<file path="src/rtl/dmem_lsu_ctrl.sv">
// Load/store sequencer between the core memory stage and a big-endian, byte-addressed data memory.
// Sub-word stores are done as read-modify-write; loads are sign- or zero-extended from the top bytes of mem_rd.
module dmem_lsu_ctrl #(
  parameter int unsigned MEM_BYTES = 256,
  parameter int unsigned TIMEOUT   = 8
) (
  input  logic        clk,
  input  logic        rst_n,
  input  logic        req,
  output logic        req_ready,
  input  logic        req_we,
  input  logic [2:0]  req_funct3,
  input  logic [31:0] req_addr,
  input  logic [31:0] req_wdata,
  output logic        done,
  output logic [31:0] rdata,
  output logic        err,
  output logic        mem_ren,
  output logic        mem_wen,
  output logic [31:0] mem_addr,
  output logic [31:0] mem_wd,
  input  logic [31:0] mem_rd,
  input  logic        mem_rdy
);

  localparam int CW = $clog2(TIMEOUT + 1);

  typedef enum logic [1:0] {IDLE, RD, WR, DONE} state_t;

  state_t        state;
  logic          we_q;
  logic [2:0]    f3_q;
  logic [CW-1:0] tcnt;

  logic [2:0]  nbytes;
  logic [32:0] end_addr;
  logic        illegal;
  logic [31:0] load_val;
  logic [31:0] merged;

  assign req_ready = (state == IDLE);
  assign done      = (state == DONE);
  assign mem_ren   = (state == RD);
  assign mem_wen   = (state == WR);

  // The end address is formed in 33 bits so an address near 2^32 cannot wrap into range.
  always_comb begin
    nbytes = 3'd4;
    case (req_funct3[1:0])
      2'd0:    nbytes = 3'd1;
      2'd1:    nbytes = 3'd2;
      default: nbytes = 3'd4;
    endcase
    end_addr = {1'b0, req_addr} + 33'(nbytes);
    illegal  = (end_addr > 33'(MEM_BYTES))
             || (req_funct3 == 3'd3)
             || (req_funct3[2:1] == 2'b11)
             || (req_we && req_funct3[2]);
  end

  always_comb begin
    load_val = mem_rd;
    case (f3_q)
      3'd0:    load_val = {{24{mem_rd[31]}}, mem_rd[31:24]};
      3'd1:    load_val = {{16{mem_rd[31]}}, mem_rd[31:16]};
      3'd4:    load_val = {24'd0, mem_rd[31:24]};
      3'd5:    load_val = {16'd0, mem_rd[31:16]};
      default: load_val = mem_rd;
    endcase
    merged = f3_q[0] ? {mem_wd[15:0], mem_rd[15:0]} : {mem_wd[7:0], mem_rd[23:0]};
  end

  // Store data parks in mem_wd from accept, so the merge step reads its low bytes from there.
  always_ff @(posedge clk or negedge rst_n) begin
    if (!rst_n) begin
      state    <= IDLE;
      we_q     <= 1'b0;
      f3_q     <= 3'd0;
      tcnt     <= '0;
      mem_addr <= 32'd0;
      mem_wd   <= 32'd0;
      rdata    <= 32'd0;
      err      <= 1'b0;
    end else begin
      case (state)
        IDLE: begin
          if (req) begin
            we_q     <= req_we;
            f3_q     <= req_funct3;
            mem_addr <= req_addr;
            tcnt     <= '0;
            if (req_we) mem_wd <= req_wdata;
            if (illegal) begin
              err   <= 1'b1;
              state <= DONE;
            end else if (req_we && (req_funct3[1:0] == 2'd2)) begin
              state <= WR;
            end else begin
              state <= RD;
            end
          end
        end
        RD: begin
          if (mem_rdy) begin
            if (we_q) begin
              mem_wd <= merged;
              state  <= WR;
            end else begin
              rdata <= load_val;
              state <= DONE;
            end
          end else if (tcnt == CW'(TIMEOUT - 1)) begin
            err   <= 1'b1;
            state <= DONE;
          end else begin
            tcnt <= tcnt + 1'b1;
          end
        end
        WR: state <= DONE;
        DONE: begin
          err   <= 1'b0;
          state <= IDLE;
        end
        default: state <= IDLE;
      endcase
    end
  end

endmodule

</file>
<file path="config.mk">
export PLATFORM = sky130hd
export DESIGN_NAME = dmem_lsu_ctrl
export DESIGN_NICKNAME = d
export VERILOG_FILES = /design/src/rtl/dmem_lsu_ctrl.sv
export SDC_FILE = /design/constraint.sdc
export NUM_CORES = 1
export LEC_CHECK = 0
export ABC_AREA = 0
export CAP_MARGIN = 10
export CORE_UTILIZATION = 49
export CTS_CLUSTER_DIAMETER = 60
export CTS_CLUSTER_SIZE = 14
export DETAILED_ROUTE_END_ITERATION = 12
export PLACE_DENSITY = 0.93
export SLEW_MARGIN = 20
export SYNTH_ARGS = -nofsm -noshare
export SYNTH_HDL_FRONTEND = slang
export SYNTH_SLANG_ARGS = --single-unit
export TNS_END_PERCENT = 10
</file>
<file path="constraint.sdc">
create_clock -name clk -period 4.1 [get_ports clk]
set_input_delay 1.025 -clock clk [delete_from_list [all_inputs] [get_ports clk]]
set_output_delay 1.025 -clock clk [all_outputs]
set_load 0.03 [all_outputs]
</file>
==> results.md <==
Detailed routing:
- For this block, the via count after detailed routing is 5617.
- The detail-routed via count per cell is 5.92.
- The first routing iteration left 495 violations.
- After detailed routing, the number of remaining DRC violations is 0.
- The average wire length per cell after detail routing is 19.2 um.
- The length of routed met2 wiring is 8830 um.
- Routed signal wires occupy layers up through met4.
- Summed over all layers, the routed wires come to 18200 um.
- The wire length on met1 is 6710 um.
- The number of detailed-route iterations in the first pass is 5.
- The number of routed nets with antenna violations is 0.
- The routed length on met3 is 1870 um.

Floorplan:
- The die extent in y is 110 um.
- The core area is 0.0114 sq mm.
- The floorplan step defined a die boundary enclosing 0.0121 sq mm.
- The initial core utilization is 0.502.
- From left edge to right edge, the die measures 110 um.
- The number of top-level design ports is 205.
- In this run the core area contains 39 standard-cell rows.

Clocking:
- The H-tree was split into 3 levels.
- TritonCTS built the clock tree.
- The clock-pin transition on the worst setup and hold timing paths is 0.07 ns.
- The count of instances resized after the clock tree is built is 0.
- The maximum buffer depth of the clock tree is 2.
- The tree built by TritonCTS fans out to 107 sinks.
- The clock latency at the later pin of the worst-skew pair is 0.35 ns.
- In this run, CTS created clock tree buffers numbering 9.
- The tree is rooted in a sky130_fd_sc_hd__clkbuf_16.
- The count of buffers added by post-CTS timing repair for setup is 0.
- The count of hold-fix buffers inserted at cts is 0.

Hold path:
- The worst hold path belongs to the class reg2reg.
- The worst hold path was traced through 2 stages.

STA:
- The number of pins exceeding their max-slew limit in the final report came to 0.
- The number of endpoints failing setup at the final stage is 0.
- The number of hold-slack violations in the final timing report is 0.
- Setup repair after global routing left no endpoint under its margin.
- The worst pin sits at a relative slew slack of 0.293.
- The highest clock rate is 263 MHz.
- The time the worst path needs with I/O delays and setup is 3.80 ns.
- The worst path meets setup with 0.302 ns of slack.
- Adding up every negative setup slack in the final design gives 0 ns.
- The worst clock skew on the final layout is 0.00675 ns.
- The final cycle utilization of the critical path is 0.926.
- At the pin with the least slew margin, the transition time is 1.06 ns.

Synthesis:
- The dominant cell by count in the synthesized netlist is sky130_fd_sc_hd__dfrtp_1.
- The netlist area before placement is 0.00571 sq mm.
- The register bit total from synthesis is 107.
- The synthesized design contains 0 enable-type register cells.
- Of the post-synthesis cell area, the dominant cell type holds 0.469.
- For this run, the register share of the synthesized area comes to 0.469.
- The yosys synthesis warning count is 0.
- The synthesized net count is 724.
- The most used flip-flop cell after synthesis is sky130_fd_sc_hd__dfrtp_1.
- Yosys attributes the largest share of cell area to sky130_fd_sc_hd__dfrtp_1, sky130_fd_sc_hd__mux2i_1, sky130_fd_sc_hd__mux2_2, sky130_fd_sc_hd__o21ai_0, sky130_fd_sc_hd__nand2_1.
- In the synthesized netlist, the cells that appear most often are sky130_fd_sc_hd__dfrtp_1, sky130_fd_sc_hd__nand2_1, sky130_fd_sc_hd__o21ai_0, sky130_fd_sc_hd__nor2_1, sky130_fd_sc_hd__a21oi_1.
- Yosys mapped the design onto 58 distinct sky130hd cell types.
- Each instance of the synthesized netlist takes up on average 9.34 sq um.
- The number of instances in the synthesized netlist is 611.
- Of all flip-flops after synthesis, the portion carrying an async set or reset was 1.00.
- sky130_fd_sc_hd__dfrtp_1 takes more of the synthesized area than any other cell.

Finish:
- The count of placed standard cells in the final layout, fillers left out is 949.
- The net total in the final layout is 915.
- The area growth from synthesis to layout is 42.6%.
- The repair_antennas step left the layout with diodes totalling 0.
- The share of layout cells above drive strength 1 is 0.0955.
- The finished cells cover 0.00814 sq mm.

GRT:
- The number of antenna violations at the first check in global routing is 0.
- The overflow left after global routing is 0.
- Across every metal layer, demand over resource in global routing totals 0.302.
- The number of global-route vias before repair came to 5551.
- The first global-routing pass estimated 27500 um of wire.
- The maximum number of pins on one net before global-route repair is 69.

Critical path:
- In this run the worst path has a maximum fanout of 5.
- The kind of launch point of the worst setup path is an input pin.
- The data arrival time of the worst path is 4.02 ns.
- The element type at the critical path end is a flop.
- The required time of the critical path is 4.32 ns.
- The worst setup path is of the in2reg kind.
- The number of cells on the worst reg-to-reg path is 8.

Placement:
- Before CTS, the worst setup slack after placement is -0.0252 ns.
- In this run the cell area measured after placement is 0.00788 sq mm.
- In this run the tool buffered the top-level ports with 204 buffer cells.
- The congestion estimate from routability-driven global placement came to 0.858.
- The total half-perimeter wirelength after legalization and detailed placement is 13700 um.
- The cell count after placement is 934.

Run status:
- The run finished with clean final reports.

Power:
- For this design the ratio of total power to cell area is 796 mW/mm^2.
- The leakage dissipation is 3.44 nW.
- The total power of the final layout is 6.48 mW.
- Across the VDD grid, the largest voltage drop is 596 uV.

Job:
- The count of max-cap constraint violations is 0.
==> critical path, stage by stage <==
cell	delay (ns)
sky130_fd_sc_hd__clkdlybuf4s50_1	0.51
sky130_fd_sc_hd__nor2_1	0.06
sky130_fd_sc_hd__ha_1	0.22
sky130_fd_sc_hd__fa_1	0.47
sky130_fd_sc_hd__a21o_1	0.24
sky130_fd_sc_hd__and4_1	0.27
sky130_fd_sc_hd__or3_1	0.32
sky130_fd_sc_hd__o21ai_0	0.07
sky130_fd_sc_hd__nor4b_1	0.22
sky130_fd_sc_hd__and4_1	0.28
sky130_fd_sc_hd__and4_4	0.25
sky130_fd_sc_hd__a31oi_1	0.08
==> worst paths after layout <==
path / from / end / slack [ns]
setup / recovery: req_funct3[0] / state[1] / 0.30
hold / removal: mem_addr[24] / mem_addr[24] / 0.49
setup reg to reg: state[1] / rdata[30] / 1.42
hold reg to reg: mem_addr[24] / mem_addr[24] / 0.49
max in group asynchronous: rst_n / mem_wd[12] / 2.49
min in group asynchronous: rst_n / mem_addr[10] / 0.78
==> layout make-up <==
cell class	instances	area, sq um
Multi-Input combinational cell	462	2870
Inverter	6	22.5
Clock inverter	4	26.3
Sequential cell	107	2680
Timing Repair Buffer	216	2130
Tap cell	143	179
Fill cell	817	3230
Clock buffer	11	233
==> metal layers <==
metal  GRT usage  vias to the layer above
met3      0.0788                       69
met4       0.152                        0
met2       0.516                      344
met5           0                        -
met1       0.348                     2651
li1            -                     2553
==> kinds of logic after synthesis <==
kind of cell / share of synthesized area
XOR/XNOR: 0.0123
AO/OA/AOI/OAI: 0.157
multiplexers: 0.141
adder cells (fa/ha/maj): 0.0210
AND/OR/NAND/NOR: 0.171
buffers and inverters: 0.0283
flip-flops: 0.469
==> registers in the layout (all words and copies together), names as in the netlist <==
name,cells
rdata,32
mem_wd,32
tcnt,4
err,1
we_q,1
f3_q,3
state,2
mem_addr,32
==> placed cells by master, fill, tap and decap left out, types with 3 or more instances in the layout <==
cell type	netlist	routed
sky130_fd_sc_hd__buf_4	0	13
sky130_fd_sc_hd__nand4_1	10	10
sky130_fd_sc_hd__clkbuf_16	0	9
sky130_fd_sc_hd__mux2i_1	41	41
sky130_fd_sc_hd__a21oi_1	48	48
sky130_fd_sc_hd__nor2_1	51	51
sky130_fd_sc_hd__clkdlybuf4s50_1	0	203
sky130_fd_sc_hd__a211oi_1	5	5
sky130_fd_sc_hd__mux2_2	35	35
sky130_fd_sc_hd__nand3_1	12	12
sky130_fd_sc_hd__o21ai_0	75	75
sky130_fd_sc_hd__dfrtp_1	107	106
sky130_fd_sc_hd__xor2_1	6	6
sky130_fd_sc_hd__and3_1	5	5
sky130_fd_sc_hd__or3_1	3	3
sky130_fd_sc_hd__inv_1	6	6
sky130_fd_sc_hd__nor3_1	6	6
sky130_fd_sc_hd__a21o_1	5	4
sky130_fd_sc_hd__and3_2	3	3
sky130_fd_sc_hd__ha_1	8	7
sky130_fd_sc_hd__nand2_1	97	97
sky130_fd_sc_hd__and4_1	5	5
sky130_fd_sc_hd__o22ai_1	3	3
==> power breakdown <==
group	switching, mW	internal, mW	leakage [nW]
Clock	0.382	0.410	0.126
Sequential	0.460	1.57	1.30
Combinational	2.11	1.54	2.02
Total	2.95	3.52	3.44
==> stage by stage <==
step	hold slack, ns	utilization
finish	0.487	0.716
global route	0.515	0.716
CTS	0.491	0.716
detailed placement	0.476	0.693
global placement	0.462	0.693
floorplan	0.479	-
Note: power is estimated with default switching activity, not from simulation.
